[config.mk]
export PLATFORM = sky130hd
export DESIGN_NAME = cpu_exec_ctrl_flat
export DESIGN_NICKNAME = d
export VERILOG_FILES = /design/src/rtl/cpu_exec_pkg.sv /design/src/rtl/cpu_exec_ctrl_if.sv /design/src/rtl/cpu_exec_ctrl_debounce.sv /design/src/rtl/cpu_exec_ctrl.sv /design/src/flat_wrapper.sv
export SDC_FILE = /design/constraint.sdc
export NUM_CORES = 1
export LEC_CHECK = 0
export CORE_MARGIN = 3
export CORE_UTILIZATION = 58
export DETAILED_ROUTE_END_ITERATION = 10
export PLACE_DENSITY = 0.84
export SLEW_MARGIN = 10
export SYNTH_ARGS = -nofsm -noshare
export SYNTH_HDL_FRONTEND = slang
export SYNTH_SLANG_ARGS = --single-unit
export TNS_END_PERCENT = 50
[constraint.sdc]
create_clock -name clk -period 7.3 [get_ports clk]
set_input_delay 1.46 -clock clk [delete_from_list [all_inputs] [get_ports clk]]
set_output_delay 1.46 -clock clk [all_outputs]
set_load 0.005 [all_outputs]
[src/rtl/cpu_exec_pkg.sv]
// Shared types and defaults for the MIPS execution controller.
package cpu_exec_pkg;

    typedef enum logic [1:0] {
        ST_IDLE  = 2'b00,
        ST_STEP  = 2'b01,
        ST_RUN   = 2'b10,
        ST_BREAK = 2'b11
    } exec_state_e;

    localparam int unsigned DEB_CYCLES_DEF = 500000;
    localparam int unsigned RUN_DIV_DEF    = 5000000;
    localparam int unsigned PC_W_DEF       = 8;
    localparam int unsigned CNT_W_DEF      = 16;

    // Bits needed to hold 0..n-1 (at least one bit).
    function automatic int unsigned cnt_width(input int unsigned n);
        return (n > 1) ? $clog2(n) : 1;
    endfunction

endpackage

[src/rtl/cpu_exec_ctrl_if.sv]
// Key/switch/PC inputs and enable/status outputs of the execution controller.
interface cpu_exec_ctrl_if
    import cpu_exec_pkg::*;
#(
    parameter int unsigned PC_W  = PC_W_DEF,
    parameter int unsigned CNT_W = CNT_W_DEF
) ();

    logic             key_step;
    logic             sw_run;
    logic [PC_W-1:0]  pc;
    logic [PC_W-1:0]  brk_addr;
    logic             cpu_en;
    exec_state_e      state;
    logic [CNT_W-1:0] instr_cnt;
    logic             brk_hit;

    modport master (
        output key_step, sw_run, pc, brk_addr,
        input  cpu_en, state, instr_cnt, brk_hit
    );

    modport slave (
        input  key_step, sw_run, pc, brk_addr,
        output cpu_en, state, instr_cnt, brk_hit
    );

endinterface

[src/rtl/cpu_exec_ctrl_debounce.sv]
// Step-key debouncer: 2-FF synchronizer, stability counter, press pulse.
module key_debounce
    import cpu_exec_pkg::*;
#(
    parameter int unsigned DEB_CYCLES = DEB_CYCLES_DEF
) (
    input  logic clk,
    input  logic rst_n,
    input  logic key,
    output logic step_pulse
);

    localparam int unsigned   CW   = cnt_width(DEB_CYCLES);
    localparam logic [CW-1:0] LAST = CW'(DEB_CYCLES - 1);

    logic          sync1;
    logic          sync2;
    logic          level;
    logic [CW-1:0] cnt;

    // Level follows the synchronized key only after DEB_CYCLES disagreeing samples.
    always_ff @(posedge clk) begin
        if (!rst_n) begin
            sync1      <= 1'b1;
            sync2      <= 1'b1;
            level      <= 1'b1;
            cnt        <= '0;
            step_pulse <= 1'b0;
        end else begin
            sync1      <= key;
            sync2      <= sync1;
            step_pulse <= 1'b0;
            if (sync2 == level) begin
                cnt <= '0;
            end else if (cnt == LAST) begin
                cnt        <= '0;
                level      <= sync2;
                step_pulse <= ~sync2;
            end else begin
                cnt <= cnt + CW'(1);
            end
        end
    end

endmodule

[src/rtl/cpu_exec_ctrl.sv]
// Execution controller: single-step / free-run / breakpoint CPU clock-enable.
// Optional breakpoint logic enabled by defining CPU_EXEC_CTRL_BRK_EN.
module cpu_exec_ctrl
    import cpu_exec_pkg::*;
#(
    parameter int unsigned DEB_CYCLES = DEB_CYCLES_DEF,
    parameter int unsigned RUN_DIV    = RUN_DIV_DEF,
    parameter int unsigned PC_W       = PC_W_DEF,
    parameter int unsigned CNT_W      = CNT_W_DEF
) (
    input  logic            clk,
    input  logic            rst_n,
    cpu_exec_ctrl_if.slave  bus
);

    localparam int unsigned    DIV_W    = cnt_width(RUN_DIV);
    localparam logic [DIV_W-1:0] DIV_LAST = DIV_W'(RUN_DIV - 1);

    exec_state_e      state_q, state_d;
    logic [DIV_W-1:0] div_q, div_d;
    logic             cpu_en_q, cpu_en_d;
    logic [CNT_W-1:0] cnt_q, cnt_d;
    logic             step_pulse;
    logic             tick_c;
    logic             brk_match_c;
    logic [PC_W-1:0]  pc_c;
    logic [PC_W-1:0]  brk_c;

    key_debounce #(.DEB_CYCLES(DEB_CYCLES)) u_debounce (
        .clk        (clk),
        .rst_n      (rst_n),
        .key        (bus.key_step),
        .step_pulse (step_pulse)
    );

    assign pc_c   = bus.pc;
    assign brk_c  = bus.brk_addr;
    assign tick_c = (div_q == DIV_LAST);

`ifdef CPU_EXEC_CTRL_BRK_EN
    logic brk_hit_q, brk_hit_d;
    assign brk_match_c = (pc_c == brk_c);
    assign bus.brk_hit = brk_hit_q;
`else
    logic unused_brk;
    assign unused_brk  = ^{pc_c, brk_c};
    assign brk_match_c = 1'b0;
    assign bus.brk_hit = 1'b0;
`endif

    // Next-state, divider and enable decode; the enable is raised on entry to STEP
    // or on a non-breaking divider tick so it is registered alongside the state.
    always_comb begin
        state_d  = state_q;
        div_d    = '0;
        cpu_en_d = 1'b0;
        unique case (state_q)
            ST_IDLE: begin
                if (bus.sw_run) begin
                    state_d = ST_RUN;
                end else if (step_pulse) begin
                    state_d  = ST_STEP;
                    cpu_en_d = 1'b1;
                end
            end
            ST_STEP: state_d = ST_IDLE;
            ST_RUN: begin
                if (!bus.sw_run) begin
                    state_d = ST_IDLE;
                end else if (tick_c) begin
                    if (brk_match_c) state_d = ST_BREAK;
                    else             cpu_en_d = 1'b1;
                end else begin
                    div_d = div_q + DIV_W'(1);
                end
            end
            ST_BREAK: begin
`ifdef CPU_EXEC_CTRL_BRK_EN
                if (!bus.sw_run) begin
                    state_d = ST_IDLE;
                end else if (step_pulse) begin
                    state_d  = ST_STEP;
                    cpu_en_d = 1'b1;
                end
`else
                state_d = ST_IDLE;
`endif
            end
            default: state_d = ST_IDLE;
        endcase
        cnt_d = cnt_q + CNT_W'(cpu_en_d);
`ifdef CPU_EXEC_CTRL_BRK_EN
        brk_hit_d = (state_d == ST_BREAK);
`endif
    end

    always_ff @(posedge clk) begin
        if (!rst_n) begin
            state_q  <= ST_IDLE;
            div_q    <= '0;
            cpu_en_q <= 1'b0;
            cnt_q    <= '0;
`ifdef CPU_EXEC_CTRL_BRK_EN
            brk_hit_q <= 1'b0;
`endif
        end else begin
            state_q  <= state_d;
            div_q    <= div_d;
            cpu_en_q <= cpu_en_d;
            cnt_q    <= cnt_d;
`ifdef CPU_EXEC_CTRL_BRK_EN
            brk_hit_q <= brk_hit_d;
`endif
        end
    end

    assign bus.cpu_en    = cpu_en_q;
    assign bus.state     = state_q;
    assign bus.instr_cnt = cnt_q;

endmodule

[src/flat_wrapper.sv]
// flat-port wrapper written by rule: the top's interface ports become plain ports
module cpu_exec_ctrl_flat import cpu_exec_pkg::*;
#(
    parameter int unsigned DEB_CYCLES = DEB_CYCLES_DEF,
    parameter int unsigned RUN_DIV    = RUN_DIV_DEF,
    parameter int unsigned PC_W       = PC_W_DEF,
    parameter int unsigned CNT_W      = CNT_W_DEF
)
  (clk, rst_n, bus_key_step, bus_sw_run, bus_pc, bus_brk_addr, bus_cpu_en, bus_state, bus_instr_cnt, bus_brk_hit);
  cpu_exec_ctrl_if #(.PC_W(PC_W), .CNT_W(CNT_W)) bus_i ();
  input  logic clk;
  input  logic rst_n;
  input wire logic [$bits(bus_i.key_step)-1:0] bus_key_step;
  input wire logic [$bits(bus_i.sw_run)-1:0] bus_sw_run;
  input wire logic [$bits(bus_i.pc)-1:0] bus_pc;
  input wire logic [$bits(bus_i.brk_addr)-1:0] bus_brk_addr;
  output wire logic [$bits(bus_i.cpu_en)-1:0] bus_cpu_en;
  output wire logic [$bits(bus_i.state)-1:0] bus_state;
  output wire logic [$bits(bus_i.instr_cnt)-1:0] bus_instr_cnt;
  output wire logic [$bits(bus_i.brk_hit)-1:0] bus_brk_hit;
  assign bus_i.key_step = bus_key_step;
  assign bus_i.sw_run = bus_sw_run;
  assign bus_i.pc = bus_pc;
  assign bus_i.brk_addr = bus_brk_addr;
  assign bus_cpu_en = bus_i.cpu_en;
  assign bus_state = bus_i.state;
  assign bus_instr_cnt = bus_i.instr_cnt;
  assign bus_brk_hit = bus_i.brk_hit;
  cpu_exec_ctrl #(.DEB_CYCLES(DEB_CYCLES), .RUN_DIV(RUN_DIV), .PC_W(PC_W), .CNT_W(CNT_W)) u_core (.clk(clk), .rst_n(rst_n), .bus(bus_i));
endmodule
==> results of run 1 <==
-- synthesized netlist by cell type, drive strengths merged, types with 2 or more instances --
cell and number:
a21oi 20, and2 8, and3 2, and4 8
buf 8, clkbuf 4, dfxtp 65, ha 4
inv 9, nand2 19, nand2b 4, nand3 18
nand4 19, nor2 43, nor3 4, nor4 6
nor4b 2, o21ai 16, o31ai 4, or3 17
or4 6, xnor2 13, xor2 22
-- power breakdown --
| part | switching [uW] | internal (uW) |
|---|---|---|
| clock network | 127 | 166 |
| registers | 0.694 | 356 |
| logic | 5.83 | 3.46 |
| total | 134 | 526 |
-- cell families after synthesis --
kind of cell    after synthesis  share of synthesized area (%)
fa+ha+maj                     4                          1.696
xor+xnor                     35                          10.39
flops                        65                          44.11
compound gates               43                          8.355
simple gates                158                          31.60
other cells                   1                         0.1271
buf+inv                      21                          3.731
-- worst max-delay path by stage --
stage                                                     end  slack, ps  startpoint  cells past startpoint
after global placement    u_core.bus.instr_cnt[14]$_SDFF_PN0_       3450  bus_sw_run                      9
after floorplan           u_core.bus.instr_cnt[14]$_SDFF_PN0_       4100  bus_sw_run                      8
after detailed placement  u_core.bus.instr_cnt[14]$_SDFF_PN0_       3430  bus_sw_run                      9
after CTS                 u_core.bus.instr_cnt[15]$_SDFF_PN0_       3740  bus_sw_run                      9
final                     u_core.bus.instr_cnt[15]$_SDFF_PN0_       3730  bus_sw_run                      9
after global routing      u_core.bus.instr_cnt[15]$_SDFF_PN0_       3530  bus_sw_run                      9
-- state kept, by name (all words and copies together) (netlist names) --
signal and cells:
u_core.bus.cpu_en 1, u_core.bus.instr_cnt 16, u_core.bus.state 2, u_core.div_q 23, u_core.u_debounce.cnt 19, u_core.u_debounce.level 1, u_core.u_debounce.step_pulse 1, u_core.u_debounce.sync1 1
u_core.u_debounce.sync2 1
-- metrics by stage --
| step | hold slack [ps] | util, % | instance area [um2] | power [uW] | worst slack [ps] |
|---|---|---|---|---|---|
| after floorplan | 386.3 | - | 2950 | 371.1 | 4095 |
| after global placement | 391.9 | 65.97 | 3178 | 373.6 | 3451 |
| after detailed placement | 413.4 | 65.97 | 3178 | 373.8 | 3430 |
| after CTS | 425.9 | 69.90 | 3367 | 670.4 | 3743 |
| after global routing | 435.0 | 69.90 | 3367 | 686.5 | 3531 |
| final | 420.7 | 69.90 | 3367 | 659.0 | 3732 |
-- routing by layer --
metal  part of all wire [%]  vias to the layer above  track usage (%)
li1                       -                     1206                -
met1                     46                     1083            26.06
met2                     48                       51            32.12
met3                    4.9                        6            5.986
met4                    1.2                        0            8.363
met5                      0                        -                0
-- area by class of cell --
class | instances | share of cell area, %
multi-input cells | 241 | 45.71
flip-flops and latches | 65 | 38.65
repair buffers | 22 | 6.540
clock buffers | 13 | 4.422
well taps | 67 | 2.490
clock inverters | 3 | 1.189
inverters | 9 | 1.003
==> qor.yml, run 1 <==
final_common_cell: "dfxtp_1"
grt_pass1_wl_um: 9963
grt_pass1_vias: 2275
yosysTopAreaCell: "dfxtp_1"
die-area_um2: 5978
io_pins: 40
rr_worst_depth: 9
max-clock-path-buffers: 2
synthToLayoutAreaGrowth_pct: 14.12
cts_hold_buffers: 0
vias: 2346
p_leak_uw: 0.001105
status: "finished clean"
worst_hold_path.num_cells: 1
grt_overflow: 0
syn_area_um2: 2950
rows: 25
drt_iter0_markers: 151
reg2reg_from: "u_core.div_q[2]$_SDFF_PP0_"
drive_above_1_share_pct: 9.348
crit_path_max_fanout: 9
cts_resized: 0
cp_num_buf_inv: 1
min_to: "u_core.u_debounce.sync2$_SDFF_PN1_"
cts.clk_slew.worst_paths_ps: 70
synth_edf_count: 0
timing.max_cap.violations: 0
ir_worst_vdd_v: 0.0001244
hold_class: "reg -> reg"
mostFrequentLayoutCells: "65 x dfxtp_1, 33 x nor2_1, 22 x xor2_1, 22 x clkdlybuf4s50_1, 20 x a21oi_1"
gp_congestion: 0.8006
cts_htree_levels: 3
skew_ps: 10.51
ys_seq_elements: 65
crit_family: "simple AND/OR/NAND/NOR gates"
multi_input_area_um2: 1539
crit_slowest_cell: "clkdlybuf4s50_1"
hold_viol: 0
crit_type: "in -> reg"
seq_area_frac_synth_pct: 44.11
synth_flop_cell: "dfxtp_1"
min_period_ps: 3568
synthArstFlopShare_pct: 0
setup_tns_ps: 0
cts_root_buf: "clkbuf_8"
cp.arrival_ps: 3830
avgSynthCellArea_um2: 9.022
coreArea_um2: 4817
wl_per_cell_um: 13.05
max_freq_mhz: 280.2
clkSinkCount: 65
antenna_found_initial: 0
synth_top_area_share_pct: 44.11
route.detailed.drc: 0
synth_fp_nets: 351
dpl.hpwl_um: 3746
hp-start: "u_core.u_debounce.sync1$_SDFF_PN1_"
grt_usage_pct: 20.40
routed_via_density: 5.586
cts_tree: "built"
ys_warn_count: 0
die_w_um: 77.32
register_area_um2: 1301
required_ps: 7560
fin_cells: 420
slew_violations: 0
place_inst: 404
routed_wl_um: 5481
max_slew_margin_pct: 55.95
postSynthCellCount: 327
ff2ff_setup_slack_ps: 4310
drtPass1Iterations: 4
setup_viol: 0
grt_max_degree: 24
worst_pin_slew_ps: 657.7
slowest_delay_ps: 480
ys_types: 38
cts_buffers: 9
p_per_area_nw_per_um2: 195.7
endpoint_kind: "flop"
clk_latency_ps: 340
chipHeight_um: 77.32
port_buffers: 22
fill_cells: 397
rsz0062_at_grt: "no"
synth.area.top_cells: "dfxtp_1 44%, xor2_1 6.5%, nor2_1 4.2%"
period_share_pct: 48.88
cp-start-kind: "input port"
cts_setup_buffers: 0
crit_top_cell: "a21oi_1"
ant_nets: 0
crit_chain: "clkdlybuf4s50_1 > and2_1 > nand4_1 > a21oi_1 > ha_1 > nand4_4 > or3_4 > or3_1 > a21oi_1"
reg2reg_to: "u_core.bus.instr_cnt[15]$_SDFF_PN0_"
final_nets: 372
start_util_pct: 61.25
diodes: 0
Note: power is estimated with default switching activity, not from simulation.
==> run 2, diff against run 1 <==
Settings changed: CORE_UTILIZATION 58 to 49, PLACE_DENSITY 0.84 to 0.75.
Clock period 7.3 ns to 3 ns, I/O delays scaled along.
==> qor.yml, run 2 (synthesis results as in run 1) <==
routed_via_density: 5.457  # was 5.586
post-place-ws_ps: 51.98  # was 3430 ps
start_util_pct: 51.98  # was 61.25%
ir_worst_vdd_v: 0.0003102  # was 0.0001244 V
fill_cells: 490  # was 397
cts.clk_slew.worst_paths_ps: 70  # about the same
diodes: 0  # unchanged
cp.arrival_ps: 3040  # was 3830 ps
clkSinkCount: 65  # unchanged
slowest_delay_ps: 550  # was 480 ps
drt_iter0_markers: 122  # was 151
crit_top_cell: "a21oi_1"  # unchanged
hold_class: "reg -> reg"  # unchanged
rows: 27  # was 25
min_period_ps: 2778
gp_congestion: 0.7775  # was 0.8006
max-clock-path-buffers: 2  # unchanged
final_common_cell: "dfxtp_1"  # unchanged
max_freq_mhz: 360.0
cp-start-kind: "flop"  # was input port
crit_path_max_fanout: 4  # was 9
timing.max_cap.violations: 0  # unchanged
crit_slowest_cell: "or4_1"  # was clkdlybuf4s50_1
routed_wl_um: 5293  # was 5481 um
chipHeight_um: 83.60  # was 77.32 um
skew_ps: 6.282  # was 10.51 ps
cts_buffers: 9  # unchanged
crit_type: "reg -> reg"  # was in -> reg
coreArea_um2: 5675  # was 4817 um2
final_nets: 375  # was 372
grt_overflow: 0  # unchanged
die_w_um: 83.60  # was 77.32 um
cts_setup_buffers: 0  # unchanged
crit_chain: "or4_1 > nor2_1 > nand4_1 > a21oi_1 > ha_1 > nand4_4 > or3_4 > or3_1 > a21oi_1"  # was clkdlybuf4s50_1 > and2_1 > nand4_1 > a21oi_1 > ha_1 > nand4_4 > or3_4 > or3_1 > a21oi_1
cts_root_buf: "clkbuf_8"  # unchanged
max_slew_margin_pct: 53.67  # was 55.95%
route.detailed.drc: 0  # unchanged
cts_tree: "built"  # unchanged
ant_nets: 0  # unchanged
die-area_um2: 6988  # was 5978 um2
antenna_found_initial: 0  # unchanged
largest_register_ff_count: 23  # unchanged
grt_usage_pct: 16.52  # was 20.40%
vias: 2330  # was 2346
slew_violations: 0  # unchanged
synthToLayoutAreaGrowth_pct: 15.82  # was 14.12%
grt_pass1_vias: 2182  # was 2275
io_pins: 40  # unchanged
dpl.hpwl_um: 3620  # was 3746 um
setup_viol: 0  # unchanged
status: "finished clean"  # unchanged
cts_htree_levels: 3  # unchanged
mostFrequentLayoutCells: "65 x dfxtp_1, 33 x nor2_1, 22 x xor2_1, 22 x clkdlybuf4s50_1, 20 x a21oi_1"  # unchanged
grt_pass1_wl_um: 9632  # was 9963 um
p_per_area_nw_per_um2: 492.7  # was 195.7 nW/um2
p_leak_uw: 0.001129  # was 0.001105 uW
drive_above_1_share_pct: 10.14  # was 9.348%
cts_hold_buffers: 0  # unchanged
wl_per_cell_um: 12.40  # was 13.05 um
endpoint_kind: "flop"  # unchanged
drtPass1Iterations: 4  # unchanged
setup_tns_ps: 0  # unchanged
finalWorstSetupSlack_ps: 222.4  # was 3732 ps
worst_pin_slew_ps: 691.6  # was 657.7 ps
rsz0062_at_grt: "no"  # unchanged
clk_latency_ps: 330  # was 340 ps
period_share_pct: 92.59
port_buffers: 22  # unchanged
top_register: "u_core.div_q"  # unchanged
grt_max_degree: 24  # unchanged
cts_resized: 0  # unchanged
hold_viol: 0  # unchanged
required_ps: 3260  # was 7560 ps
## run 2: final timing paths
check	start	end	slack, ps	cells after the start
hold reg to reg	u_core.u_debounce.sync1$_SDFF_PN1_	u_core.u_debounce.sync2$_SDFF_PN1_	410	1
setup / recovery	u_core.div_q[10]$_SDFF_PP0_	u_core.bus.instr_cnt[15]$_SDFF_PN0_	220	9
hold / removal	u_core.u_debounce.sync1$_SDFF_PN1_	u_core.u_debounce.sync2$_SDFF_PN1_	410	1
setup reg to reg	u_core.div_q[10]$_SDFF_PP0_	u_core.bus.instr_cnt[15]$_SDFF_PN0_	220	9
## run 2: through the flow
stage | hold WS (ps) | util [%] | cells | total power, uW | instance area (um2)
6_report | 411.7 | 60.21 | 427 | 1684 | 3417
3_5_place_dp | 392.1 | 56.50 | 412 | 910.0 | 3207
2_1_floorplan | 386.3 | - | 327 | 903.1 | 2950
3_3_place_gp | 395.6 | 56.50 | 412 | 909.4 | 3207
5_1_grt | 448.3 | 60.21 | 427 | 1751 | 3417
4_1_cts | 412.4 | 60.21 | 427 | 1705 | 3417
## run 2: cell type report
cell class,instances,area (um2),share of cell area [%]
repair buffers,25,242.7,7.104
clock buffers,12,145.1,4.248
well taps,72,90.09,2.636
multi-input cells,241,1539,45.04
inverters,9,33.78,0.9886
flip-flops and latches,65,1301,38.08
clock inverters,3,65.06,1.904
## run 2: critical path, delay by kind of cell, from the launching register on
family                   cells  cell delay, ps
AND/OR/NAND/NOR              6            1750
adder cells (fa/ha/maj)      1             270
AO/OA/AOI/OAI                2             350
flip-flops                   1             340
## run 2: report_power, final
part           switching, uW  leakage [uW]  internal [uW]
clock network            308      0.000106            485
logic                   14.6      0.000498           8.44
registers               1.74      0.000524            866
## run 2: routing by layer
metal / share of wire, % / up-vias / wire [um] / track usage, %
li1: - / 1206 / - / -
met1: 50 / 1079 / 2629 / 20.75
met2: 45 / 39 / 2407 / 26.32
met3: 3.5 / 6 / 184 / 4.837
met4: 1.4 / 0 / 72 / 7.018
met5: 0 / - / 0 / 0
==> run 3, diff against run 2 <==
Settings changed: CORE_MARGIN 3 to 4.
==> qor.yml, run 3 (synthesis results as in run 1) <==
dpl.hpwl_um: 3723  # was 3620 um
finalWorstSetupSlack_ps: 272.8  # was 222.4 ps
hold_class: "reg -> reg"  # unchanged
slew_violations: 0  # unchanged
port_buffers: 22  # unchanged
fin_cells: 427  # unchanged
antenna_found_initial: 0  # unchanged
place_inst: 412  # unchanged
clk_latency_ps: 330  # about the same
setup_viol: 0  # unchanged
status: "finished clean"  # unchanged
crit_slowest_cell: "or4_1"  # unchanged
worst_pin_slew_ps: 693.0  # was 691.6 ps
start_util_pct: 51.98  # unchanged
p_leak_uw: 0.001126  # was 0.001129 uW
die-area_um2: 7327  # was 6988 um2
startpoint: "u_core.div_q[10]$_SDFF_PP0_"  # unchanged
drt_iter0_markers: 124  # was 122
period_share_pct: 90.91  # was 92.59%
skew_ps: 10.15  # was 6.282 ps
p_per_area_nw_per_um2: 494.7  # was 492.7 nW/um2
slowest_delay_ps: 540  # was 550 ps
cp.arrival_ps: 2990  # was 3040 ps
cp-endpoint: "u_core.bus.instr_cnt[14]$_SDFF_PN0_"  # was u_core.bus.instr_cnt[15]$_SDFF_PN0_
cts_buffers: 9  # unchanged
ff2ff_setup_slack_ps: 270  # was 220 ps
reg2reg_to: "u_core.bus.instr_cnt[14]$_SDFF_PN0_"  # was u_core.bus.instr_cnt[15]$_SDFF_PN0_
grt_pass1_wl_um: 9811  # was 9632 um
cts.clk_slew.worst_paths_ps: 70  # about the same
gp_congestion: 0.7887  # was 0.7775
hold_viol: 0  # unchanged
rsz0062_at_grt: "no"  # unchanged
grt_pass1_vias: 2258  # was 2182
reg2reg_from: "u_core.div_q[10]$_SDFF_PP0_"  # unchanged
fill_cells: 493  # was 490
final_nets: 375  # unchanged
cts_hold_buffers: 0  # unchanged
setup_tns_ps: 0  # unchanged
cts_htree_levels: 3  # unchanged
mostFrequentLayoutCells: "65 x dfxtp_1, 33 x nor2_1, 22 x xor2_1, 22 x clkdlybuf4s50_1"  # was 65 x dfxtp_1, 33 x nor2_1, 22 x xor2_1, 22 x clkdlybuf4s50_1, 20 x a21oi_1
cts_tree: "built"  # unchanged
crit_type: "reg -> reg"  # unchanged
max-clock-path-buffers: 2  # unchanged
top_register: "u_core.div_q"  # unchanged
grt_max_degree: 24  # unchanged
holdWs_ps: 411.6  # was 411.7 ps
coreArea_um2: 5675  # unchanged
post-place-ws_ps: 68.82  # was 51.98 ps
rr_worst_depth: 9  # unchanged
max_slew_margin_pct: 53.58  # was 53.67%
max_freq_mhz: 366.7  # was 360.0 MHz
routed_via_density: 5.513  # was 5.457
final_common_cell: "dfxtp_1"  # unchanged
grt_usage_pct: 16.49  # was 16.52%
vias: 2354  # was 2330
drtPass1Iterations: 4  # unchanged
drive_above_1_share_pct: 10.70  # was 10.14%
crit_path_max_fanout: 4  # unchanged
ir_worst_vdd_v: 0.0003074  # was 0.0003102 V
die_w_um: 85.60  # was 83.60 um
required_ps: 3260  # about the same
cp-start-kind: "flop"  # unchanged
ant_nets: 0  # unchanged
cts_root_buf: "clkbuf_8"  # unchanged
diodes: 0  # unchanged
crit_chain: "or4_1 > nor2_1 > nand4_1 > a21oi_2 > ha_2 > nand4_4 > or3_4 > or3_1 > a21oi_1"  # was or4_1 > nor2_1 > nand4_1 > a21oi_1 > ha_1 > nand4_4 > or3_4 > or3_1 > a21oi_1
chipHeight_um: 85.60  # was 83.60 um
io_pins: 40  # unchanged
endpoint_kind: "flop"  # unchanged
min_period_ps: 2727  # was 2778 ps
rows: 27  # unchanged
largest_register_ff_count: 23  # unchanged
timing.max_cap.violations: 0  # unchanged
grt_overflow: 0  # unchanged
synthToLayoutAreaGrowth_pct: 16.03  # was 15.82%
clkSinkCount: 65  # unchanged
wl_per_cell_um: 12.81  # was 12.40 um
routed_wl_um: 5472  # was 5293 um
route.detailed.drc: 0  # unchanged
==> run 3: changes by cell type in the layout (fill, tap and decap cells not counted) <==
cell	change
a21oi_1	-1
ha_1	-1
a21oi_2	+1
ha_2	+1
==> run 3: through the flow <==
step	total power (uW)	util (%)	area, um2
2_1_floorplan	903.1	-	2950
3_3_place_gp	909.3	56.50	3207
3_5_place_dp	909.7	56.50	3207
4_1_cts	1711	60.21	3417
5_1_grt	1757	60.32	3423
6_report	1694	60.32	3423
==> run 3: worst min path at each step <==
stage / from / end / depth (start not counted)
floorplan: u_core.u_debounce.sync1$_SDFF_PN1_ / u_core.u_debounce.sync2$_SDFF_PN1_ / 1
CTS: u_core.u_debounce.sync1$_SDFF_PN1_ / u_core.u_debounce.sync2$_SDFF_PN1_ / 1
finish: u_core.u_debounce.sync1$_SDFF_PN1_ / u_core.u_debounce.sync2$_SDFF_PN1_ / 1
global placement: u_core.u_debounce.sync1$_SDFF_PN1_ / u_core.u_debounce.sync2$_SDFF_PN1_ / 1
detailed placement: u_core.u_debounce.sync1$_SDFF_PN1_ / u_core.u_debounce.sync2$_SDFF_PN1_ / 1
global route: u_core.u_debounce.sync1$_SDFF_PN1_ / u_core.u_debounce.sync2$_SDFF_PN1_ / 1
==> run 3: area by class of cell <==
cell class | instances | area (um2) | share of cell area (%)
flip-flops and latches | 65 | 1301 | 38.01
inverters | 9 | 33.78 | 0.9868
well taps | 72 | 90.09 | 2.632
clock inverters | 3 | 65.06 | 1.901
repair buffers | 25 | 242.7 | 7.091
clock buffers | 12 | 145.1 | 4.240
multi-input cells | 241 | 1545 | 45.14
==> run 3: repair_timing <==
item                                    CTS  global route
resized for setup                         0             2
setup buffers                             0             0
endpoints found under the setup margin    0             1
==> run 3: routing by layer <==
layer,routed length (um),global-route usage (%),vias up
met5,0,0,-
met4,128,8.201,0
met3,214,4.995,10
met2,2488,26.41,35
met1,2640,20.08,1108
li1,-,-,1201
==> run 3: report_power, final <==
part	internal (uW)	switching, uW
logic	8.43	14.2
registers	865	1.70
clock network	486	318
total	1360	334
==> run 3: critical path, delay by kind of cell, from the launching register on <==
kind	cells	cell delay, ps
and+or+nand+nor	6	1740
adders and majority gates	1	240
AOI/OAI and AO/OA	2	330
DFF	1	340
